## config.mk

```make
export PLATFORM = sky130hd
export DESIGN_NAME = cp0_irq_nest_flat
export DESIGN_NICKNAME = d
export VERILOG_FILES = /design/src/rtl/cp0_irq_nest_if.sv /design/src/rtl/cp0_irq_nest.sv /design/src/flat_wrapper.sv
export SDC_FILE = /design/constraint.sdc
export NUM_CORES = 1
export LEC_CHECK = 0
export ABC_AREA = 1
export CAP_MARGIN = 20
export CORE_ASPECT_RATIO = 1.1
export CORE_MARGIN = 2
export CORE_UTILIZATION = 25
export DETAILED_ROUTE_END_ITERATION = 7
export SLEW_MARGIN = 20
export SYNTH_ARGS = -nofsm -noshare
export SYNTH_HDL_FRONTEND = slang
export SYNTH_SLANG_ARGS = --single-unit
```

## constraint.sdc

```tcl
create_clock -name clk_sig -period 2.1 [get_ports clk_sig]
set_input_delay 0.21 -clock clk_sig [delete_from_list [all_inputs] [get_ports clk_sig]]
set_output_delay 0.21 -clock clk_sig [all_outputs]
set_load 0.03 [all_outputs]
```

## src/rtl/cp0_irq_nest_if.sv

```systemverilog
// CP0 access bus between the pipeline and cp0_irq_nest.
// master = pipeline side, slave = CP0 side.
interface cp0_irq_nest_if #(
  parameter int NUM_IRQ = 6
);
  logic               mfc0_flag;
  logic               mtc0_flag;
  logic [31:0]        pc_val;
  logic [4:0]         reg_idx;
  logic [31:0]        wr_data;
  logic               exc_flag;
  logic               eret_flag;
  logic [4:0]         cause_val;
  logic [NUM_IRQ-1:0] irq_in;
  logic [31:0]        rd_data;
  logic [31:0]        status_out;
  logic [31:0]        eaddr_out;
  logic               int_pending;
  logic [2:0]         nest_depth;
  logic               nest_ovf;

  modport master (
    output mfc0_flag, mtc0_flag, pc_val, reg_idx, wr_data,
    output exc_flag, eret_flag, cause_val, irq_in,
    input  rd_data, status_out, eaddr_out,
    input  int_pending, nest_depth, nest_ovf
  );

  modport slave (
    input  mfc0_flag, mtc0_flag, pc_val, reg_idx, wr_data,
    input  exc_flag, eret_flag, cause_val, irq_in,
    output rd_data, status_out, eaddr_out,
    output int_pending, nest_depth, nest_ovf
  );
endinterface

```

## src/rtl/cp0_irq_nest.sv

```systemverilog
// Coprocessor 0 with nested STATUS frame stack,
// external interrupt lines and a Count/Compare timer.
module cp0_irq_nest #(
  parameter int          NUM_IRQ    = 6,
  parameter int          NEST_DEPTH = 4,
  parameter logic [31:0] EXC_VECTOR = 32'h00400004,
  parameter int          COUNT_DIV  = 2
) (
  input logic          clk_sig,
  input logic          rst_sig,
  cp0_irq_nest_if.slave bus
);
  localparam int SW = 5 * NEST_DEPTH;
  localparam int PW = (COUNT_DIV > 1) ? $clog2(COUNT_DIV) : 1;
  localparam logic [PW-1:0] PRE_MAX = PW'(COUNT_DIV - 1);
  localparam logic [2:0]    DMAX    = 3'(NEST_DEPTH);

  logic [SW-1:0] stack;
  logic [7:0]    im;
  logic [4:0]    exc_code;
  logic [31:0]   epc;
  logic [31:0]   count;
  logic [31:0]   compare;
  logic          ti;
  logic [PW-1:0] pre;
  logic [2:0]    depth;
  logic          ovf;

  logic          tick;
  logic [31:0]   count_nxt;
  logic [7:0]    ip;
  logic [31:0]   status;
  logic [31:0]   rd;
  logic          wr_count, wr_cmp, wr_stat;
  logic          wr_cause, wr_epc;

  assign wr_count = bus.mtc0_flag && (bus.reg_idx == 5'd9);
  assign wr_cmp   = bus.mtc0_flag && (bus.reg_idx == 5'd11);
  assign wr_stat  = bus.mtc0_flag && (bus.reg_idx == 5'd12);
  assign wr_cause = bus.mtc0_flag && (bus.reg_idx == 5'd13);
  assign wr_epc   = bus.mtc0_flag && (bus.reg_idx == 5'd14);

  assign tick = (pre == PRE_MAX);

  always_comb begin
    count_nxt = count;
    if (wr_count)
      count_nxt = bus.wr_data;
    else if (tick)
      count_nxt = count + 32'd1;
  end

  always_comb begin
    ip = '0;
    ip[NUM_IRQ-1:0] = bus.irq_in;
    ip[7] = ti;
  end

  assign status = {im, {(24-SW){1'b0}}, stack};

  always_ff @(posedge clk_sig) begin
    if (!rst_sig) begin
      stack    <= '0;
      im       <= '0;
      exc_code <= '0;
      epc      <= '0;
      count    <= '0;
      compare  <= '0;
      ti       <= 1'b0;
      pre      <= '0;
      depth    <= '0;
      ovf      <= 1'b0;
    end else begin
      count <= count_nxt;
      pre   <= (wr_count || tick) ? '0 : pre + 1'b1;
      // A Compare write both reloads and clears TI, and beats a match.
      if (wr_cmp) begin
        compare <= bus.wr_data;
        ti      <= 1'b0;
      end else if (stack[1] && (count_nxt == compare)) begin
        ti <= 1'b1;
      end
      if (bus.mtc0_flag) begin
        if (wr_stat) begin
          stack <= bus.wr_data[SW-1:0];
          im    <= bus.wr_data[31:24];
          if (bus.wr_data[23])
            ovf <= 1'b0;
        end
        if (wr_cause)
          exc_code <= bus.wr_data[6:2];
        if (wr_epc)
          epc <= bus.wr_data;
      end else if (bus.exc_flag) begin
        stack    <= stack << 5;
        exc_code <= bus.cause_val;
        epc      <= bus.pc_val;
        if (depth == DMAX)
          ovf <= 1'b1;
        else
          depth <= depth + 3'd1;
      end else if (bus.eret_flag) begin
        stack <= stack >> 5;
        if (depth != 3'd0)
          depth <= depth - 3'd1;
      end
    end
  end

  always_comb begin
    rd = '0;
    if (bus.mfc0_flag) begin
      case (bus.reg_idx)
        5'd9:    rd = count;
        5'd11:   rd = compare;
        5'd12:   rd = status;
        5'd13:   rd = {16'h0, ip, 1'b0, exc_code, 2'b00};
        5'd14:   rd = epc;
        default: rd = '0;
      endcase
    end
  end

  assign bus.rd_data     = rd;
  assign bus.status_out  = status;
  assign bus.eaddr_out   = bus.eret_flag ? epc : EXC_VECTOR;
  assign bus.int_pending = stack[0] & |(ip & im);
  assign bus.nest_depth  = depth;
  assign bus.nest_ovf    = ovf;
endmodule
```

## src/flat_wrapper.sv

```systemverilog
// flat-port wrapper written by rule: the top's interface ports become plain ports
module cp0_irq_nest_flat 
#(
  parameter int          NUM_IRQ    = 6,
  parameter int          NEST_DEPTH = 4,
  parameter logic [31:0] EXC_VECTOR = 32'h00400004,
  parameter int          COUNT_DIV  = 2
)
  (clk_sig, rst_sig, bus_mfc0_flag, bus_mtc0_flag, bus_pc_val, bus_reg_idx, bus_wr_data, bus_exc_flag, bus_eret_flag, bus_cause_val, bus_irq_in, bus_rd_data, bus_status_out, bus_eaddr_out, bus_int_pending, bus_nest_depth, bus_nest_ovf);
  cp0_irq_nest_if #(.NUM_IRQ(NUM_IRQ)) bus_i ();
  input logic clk_sig;
  input logic rst_sig;
  input wire logic [$bits(bus_i.mfc0_flag)-1:0] bus_mfc0_flag;
  input wire logic [$bits(bus_i.mtc0_flag)-1:0] bus_mtc0_flag;
  input wire logic [$bits(bus_i.pc_val)-1:0] bus_pc_val;
  input wire logic [$bits(bus_i.reg_idx)-1:0] bus_reg_idx;
  input wire logic [$bits(bus_i.wr_data)-1:0] bus_wr_data;
  input wire logic [$bits(bus_i.exc_flag)-1:0] bus_exc_flag;
  input wire logic [$bits(bus_i.eret_flag)-1:0] bus_eret_flag;
  input wire logic [$bits(bus_i.cause_val)-1:0] bus_cause_val;
  input wire logic [$bits(bus_i.irq_in)-1:0] bus_irq_in;
  output wire logic [$bits(bus_i.rd_data)-1:0] bus_rd_data;
  output wire logic [$bits(bus_i.status_out)-1:0] bus_status_out;
  output wire logic [$bits(bus_i.eaddr_out)-1:0] bus_eaddr_out;
  output wire logic [$bits(bus_i.int_pending)-1:0] bus_int_pending;
  output wire logic [$bits(bus_i.nest_depth)-1:0] bus_nest_depth;
  output wire logic [$bits(bus_i.nest_ovf)-1:0] bus_nest_ovf;
  assign bus_i.mfc0_flag = bus_mfc0_flag;
  assign bus_i.mtc0_flag = bus_mtc0_flag;
  assign bus_i.pc_val = bus_pc_val;
  assign bus_i.reg_idx = bus_reg_idx;
  assign bus_i.wr_data = bus_wr_data;
  assign bus_i.exc_flag = bus_exc_flag;
  assign bus_i.eret_flag = bus_eret_flag;
  assign bus_i.cause_val = bus_cause_val;
  assign bus_i.irq_in = bus_irq_in;
  assign bus_rd_data = bus_i.rd_data;
  assign bus_status_out = bus_i.status_out;
  assign bus_eaddr_out = bus_i.eaddr_out;
  assign bus_int_pending = bus_i.int_pending;
  assign bus_nest_depth = bus_i.nest_depth;
  assign bus_nest_ovf = bus_i.nest_ovf;
  cp0_irq_nest #(.NUM_IRQ(NUM_IRQ), .NEST_DEPTH(NEST_DEPTH), .EXC_VECTOR(EXC_VECTOR), .COUNT_DIV(COUNT_DIV)) u_core (.clk_sig(clk_sig), .rst_sig(rst_sig), .bus(bus_i));
endmodule
```

-- Yosys cells after proc, flatten, opt, wreduce, memory -nomap -nowiden
Cells that the tools add are included.
- add/subtract/negate cells: 4
- $mul: 0
- div/mod/pow operators: 0
- $lt $le $gt $ge: 0
- equality and inequality tests: 12
- shift-type cells: 0
- muxes and demuxes: 24
- bitwise gates (word level): 4
- reduce and logical (&&, ||, !) cells: 22
- operators with widths (cell ; number):
    2-to-1 mux 32 bit ; 7
    one-hot mux 32 bit (5 select lines) ; 1
    2-to-1 mux 20 bit ; 4
    adder 32 x 1 -> 32 bit, second input constant ; 1
    == test 32 bit ; 1
    == test 5 x 4 -> 1 bit, second input constant ; 5
    2-to-1 mux 5 bit ; 3
    2-to-1 mux 3 bit ; 4
    bitwise AND 8 bit ; 1
    inequality test 2 x 1 -> 1 bit, second input constant ; 4
    AND reduction 2 bit ; 4
    AND reduction 4 bit ; 2
    nonzero test 2 bit ; 4
    OR reduction 8 bit ; 1
    logical AND 1 bit ; 6
    nonzero test 3 bit ; 2
    2-to-1 mux 1 bit ; 5
    OR reduction 2 bit ; 2
    adder 3 x 1 -> 3 bit, second input constant ; 1
    == test 3 bit, second input constant ; 1
    subtractor 3 x 1 -> 3 bit, second input constant ; 1
    inequality test 2 bit, second input constant ; 1
    NOT 1 bit ; 2
    adder 1 bit, second input constant ; 1
    2 further kinds ; 2
- flip-flop bits (word level): 135
- latch bits: 0
- memory bits (writable): 0
- bits in read-only memories: 0
- output and inout port bits: 101
- memories: 0

-- Logic depth before layout (Yosys ltp)
Gate-level depths: netlist of run 1.
- word-level depth: 5
- depth in mapped cells: 18
- mapped depth without buffers: 18

-- Least setup slack after synthesis of run 1
Ideal clock, no wire load.
- path kind: in2out
- from: in bus_reg_idx[3]
- to: out bus_rd_data[27]
- arrival time: 1.649 ns
- data required time: 1.890 ns
- path slack: 0.241 ns
- stages: 8
- buffers on the path: 2
- cells stage by stage: nand2_1 -> nor2_1 -> nand3_1 -> inv_1 -> clkbuf_1 -> clkbuf_1 -> a221oi_1 -> nor2_1
- longest elaborated chain between the ends: 3
- elaborated cells on any way between the ends: 7
- classes of those cells: eq/ne (5); mux (2)
- RTL lines (item ; line ; source):
    start, declared ; flat_wrapper.sv:16 ; input wire logic [$bits(bus_i.reg_idx)-1:0] bus_reg_idx;
    == test 5 x 4 -> 1 bit ; cp0_irq_nest.sv:113 ; case (bus.reg_idx)
    one-hot mux 32 bit (5 select lines) (*) ; cp0_irq_nest.sv:113 ;
    2-to-1 mux 32 bit (*) ; cp0_irq_nest.sv:112 ; if (bus.mfc0_flag) begin
    end, declared ; flat_wrapper.sv:22 ; output wire logic [$bits(bus_i.rd_data)-1:0] bus_rd_data;
Mark *: on every way between the ends. The rest lies on a longest branch, timed or not.

-- Final worst setup path of run 1
- from: reg u_core.count[0]
- to: reg u_core.ti
- longest elaborated chain between the ends: 5
- RTL lines (item ; line ; source):
    start, declared ; cp0_irq_nest.sv:22 ; logic [31:0] count;
    start signal, assigned ; cp0_irq_nest.sv:74 ; count <= count_nxt;
    adder 32 x 1 -> 32 bit ; cp0_irq_nest.sv:50 ; count_nxt = count + 32'd1;
    2-to-1 mux 32 bit (*) ; cp0_irq_nest.sv:49 ; else if (tick)
    2-to-1 mux 32 bit (*) ; cp0_irq_nest.sv:47 ; if (wr_count)
    == test 32 bit (*) ; cp0_irq_nest.sv:80 ; end else if (stack[1] && (count_nxt == compare)) begin
    logical AND 1 bit (*) ; cp0_irq_nest.sv:80 ;
    end signal, assigned ; cp0_irq_nest.sv:69 ; ti <= 1'b0;
    end signal, assigned ; cp0_irq_nest.sv:79 ; ti <= 1'b0;
    end signal, assigned ; cp0_irq_nest.sv:81 ; ti <= 1'b1;
    end, declared ; cp0_irq_nest.sv:24 ; logic ti;
Marked as above.
A chain may end at the register's enable or synchronous reset.

==> impl_metrics.tcl, run 1 <==
set metrics [dict create \
    status "completed" \
    fin_cells 2058 \
    final_nets 1702 \
    cts_buffers 17 \
    pwr-share-seq_pct 38.0 \
    final_cell_mix "nand2_1, buf_4, inv_1, dfxtp_1, nand3_1" \
    synth-seq-area-share_pct 32.2 \
    num_rows 70 \
    timing.fmax_ghz 0.482 \
    core_sq_um 33200 \
    cp_top_family "simple AND/OR/NAND/NOR gates" \
    r2r-start "u_core.count[0]" \
    leakage_nw 5.37 \
    p_total_mw 7.34 \
    synth_area_sq_um 8390 \
    crit_path_max_incr_delay_ps 370 \
    start_util_pct 25.3 \
    p_per_area_nw_per_um2 575 \
    critPathArrivalTime_ps 2440 \
    crit_fanout 5 \
    clock_path_buffers 2 \
    insertion_delay_ps 430 \
    wl_met3_mm 2.72 \
    hpwlAfterDp_mm 30.6 \
    die_h_um 196 \
    met2_length_mm 17.5 \
    required_ps 2460 \
    gr-total-overflow 0 \
    synth_cell_types 43 \
    maxSlewViolCount 0 \
    worst_slew_pin_slew_ps 574 \
    maxSlewHeadroom_pct 61.7 \
    root_buffer "clkbuf_16" \
    critical_path.startpoint "u_core.count[0]" \
    port_buffers 182 \
    ios 187 \
    pre_cts_slack_ps -420 \
    clockPowerShare_pct 45.3 \
    place.gp.congestion 0.922 \
    grt_pass1_wl_mm 57.1 \
    regArea_sq_um 2740 \
    drt_first_pass_iters 8 \
    synth-seq-cells 135 \
    fin_crit_sh_pct 98.8 \
    cp_common_cell "nand2_1" \
    ir_drop_mv 0.552 \
    grt_pass1_vias 9717 \
    cts_hold_buf 0 \
    cp_num_buf_inv 1 \
    clock_skew_ps 10.8 \
    p_int_mw 5.32 \
    setup_viol 0 \
    grt_max_degree 66 \
    maxCapViolations 0 \
    fillCellCount 3417 \
    cts_tree "done" \
    p_switching_mw 2.01 \
    clkTransAtPathRegs_ps 70 \
    final.setup.worst_slack_ps 24.6 \
    route.detailed.drc 0 \
    final-hold-violation-count 0 \
    fin_area_sq_um 12800 \
    grt_antenna_before_repair 0 \
    ant_nets 0 \
    placedCellCount 2019 \
    swShare_pct 27.4 \
    drive_above_1_share_pct 22.6 \
    syn_area_per_cell_sq_um 6.33 \
    cts_sinks 135 \
    wl_per_cell_um 18.6 \
    wirelength_met1_mm 16.7 \
    setup_tns_ps 0 \
    critPathCaptureType "register" \
    diodes 0 \
    vias_per_cell 5.08 \
    hp-class "in -> reg" \
    crit_type "reg -> reg" \
    cp_cell_sequence "ha_4 > nand2_2 > nor2_4 > buf_4 > nand3_1 > nand3_1 > nand2_1 > nand2_1 > nand2_1 > nor2_1 > nand2_1 > nor2_1 > nand3_2 > nor2_1 > nand2_1 > a21oi_2" \
    final_common_cell "nand2_1" \
    htree_levels 4 \
    dieArea_sq_um 35000 \
    comb_power_share_pct 16.7 \
    startpoint_type "register" \
    multi_input_area_sq_um 4970 \
    syn2layout_area_growth_pct 52.1 \
    vias 10400 \
    track_usage_pct 21.5 \
    fp.dieW_um 179 \
    postSynthCellCount 1326 \
    routed_wl_mm 38.2 \
    slowest_stage "dfxtp_4" \
    hold_start "rst_sig" \
    highest_layer "met4" \
    placed_area_sq_um 11800 \
    fin_crit_ps 2080 \
    dr.first_iter.drc_count 1152 \
    yosys_warnings 0 \
    grt_setup_unrepaired "true" \
]
-- cell usage after synthesis --
library cell / number / area (sq um)
a211oi_1: 1 / 7.51
a21oi_1: 75 / 375
a21oi_2: 1 / 8.76
a221oi_1: 30 / 263
a22o_1: 4 / 35.0
a31oi_1: 34 / 213
buf_1: 2 / 7.51
buf_2: 9 / 45.0
buf_4: 5 / 37.5
clkbuf_1: 55 / 206
clkinv_1: 1 / 3.75
conb_1: 1 / 3.75
dfxtp_1: 135 / 2700
fa_1: 1 / 20.0
ha_1: 1 / 12.5
inv_1: 182 / 683
inv_2: 6 / 22.5
nand2_1: 332 / 1250
nand2_2: 7 / 43.8
nand2_4: 1 / 11.3
nand3_1: 127 / 636
nand3b_1: 2 / 15.0
nand4_1: 15 / 93.8
nor2_1: 93 / 349
nor2_2: 6 / 37.5
nor2_4: 8 / 90.1
nor2_8: 1 / 20.0
nor3_1: 3 / 15.0
nor3_2: 1 / 10.0
nor4_1: 1 / 6.26
o211ai_1: 2 / 15.0
o21ai_0: 96 / 480
o21ai_1: 2 / 10.0
o21ai_2: 2 / 17.5
o21bai_1: 2 / 15.0
o221ai_1: 11 / 96.3
o22ai_1: 18 / 113
o32ai_1: 32 / 280
or2_0: 2 / 12.5
or2_1: 6 / 37.5
or2_2: 9 / 56.3
xnor2_1: 2 / 17.5
xor2_1: 2 / 17.5
-- worst paths after layout --
path	endpoint	slack [ps]	cells past startpoint
max reg2reg	u_core.ti	20	16
max	u_core.ti	20	16
min	u_core.bus.nest_ovf	110	3
min reg2reg	u_core.bus.nest_ovf	490	2
-- routing by layer --
layer | GRT usage (%) | vias up
met5 | 0 | -
met4 | 8.31 | 0
met3 | 2.66 | 64
met2 | 34.1 | 481
met1 | 29.4 | 4862
li1 | - | 5040
-- state kept, by name, summed over array words and instances, names as in the netlist --
signal                 cells
u_core.compare            32
u_core.im                  8
u_core.pre                 1
u_core.bus.nest_depth      3
u_core.stack              20
u_core.ti                  1
u_core.exc_code            5
u_core.count              32
u_core.bus.nest_ovf        1
u_core.epc                32
-- worst register-to-register path, cell delays in order (launching register included) --
cell and delay (ps):
dfxtp_4 370, ha_4 140, nand2_2 100, nor2_4 180, buf_4 140, nand3_1 50
nand3_1 160, nand2_1 80, nand2_1 60, nand2_1 40, nor2_1 120, nand2_1 60
nor2_1 120, nand3_2 100, nor2_1 90, nand2_1 80, a21oi_2 110
-- logic make-up (layout without fill, tap and decap cells) --
group,Yosys count,count (layout),share of synthesized area [%]
AOI/OAI and AO/OA,310,310,23.0
other,1,4,0.0447
adders and majority gates,2,2,0.388
buffers and inverters,260,556,12.0
and+or+nand+nor,614,615,31.9
xor gates and xnor gates,4,4,0.418
DFF,135,135,32.2
-- repair_timing --
item | in CTS | in global routing
cloned | 1 | 0
setup buffers | 2 | 6
resized for setup | 46 | 65
pin swaps | 18 | 17
setup endpoints to repair | 31 | 8
-- power groups by stage --
stage | registers [mW] | clock network, mW | logic, mW
after detailed placement | 2.84 | 0 | 1.20
after CTS | 2.79 | 3.34 | 1.21
after global placement | 2.84 | 0 | 1.19
after global routing | 2.80 | 3.44 | 1.31
after floorplan | 2.87 | 0 | 0.519
final | 2.79 | 3.32 | 1.23
-- layout make-up --
class / count / area share, %
timing repair buffer: 336 / 24.8
inverter: 189 / 5.62
multi-input combinational: 935 / 38.9
sequential: 135 / 21.5
clock buffer: 23 / 3.67
tap: 432 / 4.24
clock inverter: 8 / 1.33
-- metrics by stage --
stage / utilization [%] / hold slack, ps
final: 38.4 / 108
after global routing: 38.4 / 127
after CTS: 37.7 / 91.8
after detailed placement: 35.4 / 473
after global placement: 35.4 / 477
after floorplan: - / 357
No activity file was read; power rests on OpenSTA's default activity.
==> inputs of run 2 (changes only) <==
--- a/config.mk
+++ b/config.mk
@@ -9,9 +9,9 @@
 export CAP_MARGIN = 20
 export CORE_ASPECT_RATIO = 1.1
 export CORE_MARGIN = 2
-export CORE_UTILIZATION = 25
+export CORE_UTILIZATION = 45
 export DETAILED_ROUTE_END_ITERATION = 7
-export SLEW_MARGIN = 20
+export PLACE_DENSITY = 0.73
 export SYNTH_ARGS = -nofsm -noshare
 export SYNTH_HDL_FRONTEND = slang
 export SYNTH_SLANG_ARGS = --single-unit
==> run 2 against run 1 <==
Effect of this change:
- die area decreased by 44%
- sequential share of layout area increased by 0.54 points
- critical path depth decreased by 1
- final cell count decreased by 9.3%
- non-clock buffer count decreased by 1
- flip-flop and latch count unchanged
- count of clock-buffer cells in the layout decreased by 4
- register-to-register slack about the same
- worst setup slack improved by 10 ps
==> impl_metrics.tcl, run 2 (synthesis gave the netlist of run 1 again) <==
set metrics [dict create \
    fp.dieW_um 134 \
    placedCellCount 1824 \
    gr-total-overflow 0 \
    insertion_delay_ps 430 \
    p_per_area_nw_per_um2 583 \
    maxSlewHeadroom_pct 62.7 \
    startpoint_type "register" \
    grt_antenna_before_repair 0 \
    maxSlewViolCount 0 \
    clock_path_buffers 2 \
    port_buffers 182 \
    routed_wl_mm 35.6 \
    num_rows 52 \
    fin_crit_sh_pct 98.3 \
    status "completed" \
    final_util_pct 67.6 \
    grt_pass1_vias 9368 \
    drt_first_pass_iters 7 \
    track_usage_pct 35.3 \
    ant_nets 0 \
    final.setup.worst_slack_ps 34.7 \
    cts_tree "done" \
    crit_fanout 4 \
    critPathCaptureType "register" \
    crit_type "reg -> reg" \
    fin_crit_ps 2070 \
    vias 10400 \
    place.gp.congestion 0.990 \
    hpwlAfterDp_mm 27.6 \
    maxCapViolations 0 \
    pre_cts_slack_ps -303 \
    fin_cells 1867 \
    core_sq_um 18300 \
    whs_ps 195 \
    diodes 0 \
    setup_viol 0 \
    grt_pass1_wl_mm 53.3 \
    die_h_um 147 \
    htree_levels 4 \
    final_cell_mix "nand2_1, buf_4, inv_1, dfxtp_1" \
    syn2layout_area_growth_pct 47.8 \
    cts_buffers 17 \
    leakage_nw 5.39 \
    dieArea_sq_um 19800 \
    final_nets 1700 \
    cts_hold_buf 0 \
    required_ps 2460 \
    worst_slew_pin_slew_ps 558 \
    clkTransAtPathRegs_ps 60 \
    ir_drop_mv 0.568 \
    cts_sinks 135 \
    drive_above_1_share_pct 23.1 \
    dr.first_iter.drc_count 1089 \
    fillCellCount 1678 \
    route.detailed.drc 0 \
    hp-class "in -> reg" \
    timing.fmax_ghz 0.484 \
    grt_setup_unrepaired "true" \
    layout_top_registers "u_core.compare x32, u_core.count x32, u_core.epc x32" \
    root_buffer "clkbuf_16" \
    final_common_cell "nand2_1" \
    final-hold-violation-count 0 \
    clock_skew_ps 5.34 \
    wl_per_cell_um 19.1 \
    p_total_mw 7.22 \
    critPathArrivalTime_ps 2430 \
    grt_max_degree 66 \
    vias_per_cell 5.58 \
    ios 187 \
    start_util_pct 45.7 \
]
-- run 2: cell types whose count changed in the layout (fill, tap and decap cells not counted), sizes merged, moves of 2 or more --
cell      previous run  this run
clkinv               2         4
buf                220       217
clkinvlp             2         5
clkbuf              23        19
-- run 2: per-stage QoR --
stage	TNS [ps]	instance area [sq um]
after floorplan	0	8400
after global placement	-3130	11300
after detailed placement	-4550	11300
after CTS	-40.0	12100
after global routing	-115	12400
final	0	12400
-- run 2: worst paths after layout --
| path | startpoint | endpoint | slack (ps) | cells after the start |
|---|---|---|---|---|
| worst max register to register | u_core.count[0] | u_core.ti | 30 | 15 |
| worst min-delay path | rst_sig | u_core.epc[26] | 190 | 3 |
| worst min register to register | u_core.bus.nest_ovf | u_core.bus.nest_ovf | 480 | 2 |
| worst max-delay path | u_core.count[0] | u_core.ti | 30 | 15 |
-- run 2: what timing repair did --
item,in CTS,in global routing
buffers inserted,4,7
endpoints found under the hold margin,0,0
resized for setup,31,78
pin swaps,6,23
setup endpoints to repair,31,6
cloned,1,0
-- run 2: critical path, stage by stage, from the launching register on --
cell and delay (ps):
dfxtp_4 370, ha_4 130, inv_1 70, nor2_4 150
nand3_2 140, nor2_4 150, nand2_1 80, nand2_1 80
nand3_2 90, nand3_1 110, nand3_1 90, nor2_2 170
nand2_2 100, nor2_2 120, nand2_2 70, a21oi_2 100
-- run 2: report_power, final --
group          total [mW]  leakage (nW)  internal, mW  switching [mW]
Sequential           2.79          1.11          2.67           0.119
Clock                3.22         0.293          2.04            1.18
Combinational        1.22          3.98         0.495           0.724
Total                7.22          5.39          5.20            2.02
-- run 2: routing by layer --
layer	track usage, %	vias to the layer above	routed length (um)
li1	-	5022	-
met1	50.4	4770	15400
met2	53.7	567	15800
met3	6.63	63	3530
met4	11.3	0	923
met5	0	-	0
-- run 2: area by class of cell --
type	count	area, sq um	share of cell area (%)
clock buffers	19	453	3.65
well taps	243	304	2.45
multi-input cells	934	5000	40.3
flip-flops and latches	135	2730	22.0
inverters	189	709	5.72
clock inverters	12	176	1.42
repair buffers	335	3030	24.4
==> inputs of run 3 (changes only) <==
--- a/config.mk
+++ b/config.mk
@@ -6,6 +6,7 @@
 export NUM_CORES = 1
 export LEC_CHECK = 0
 export ABC_AREA = 1
+export ABC_CLOCK_PERIOD_IN_PS = 2100
 export CAP_MARGIN = 20
 export CORE_ASPECT_RATIO = 1.1
 export CORE_MARGIN = 2
==> results of run 3 <==
Same layout as run 2: the final DEF is identical, and so are final timing and power.
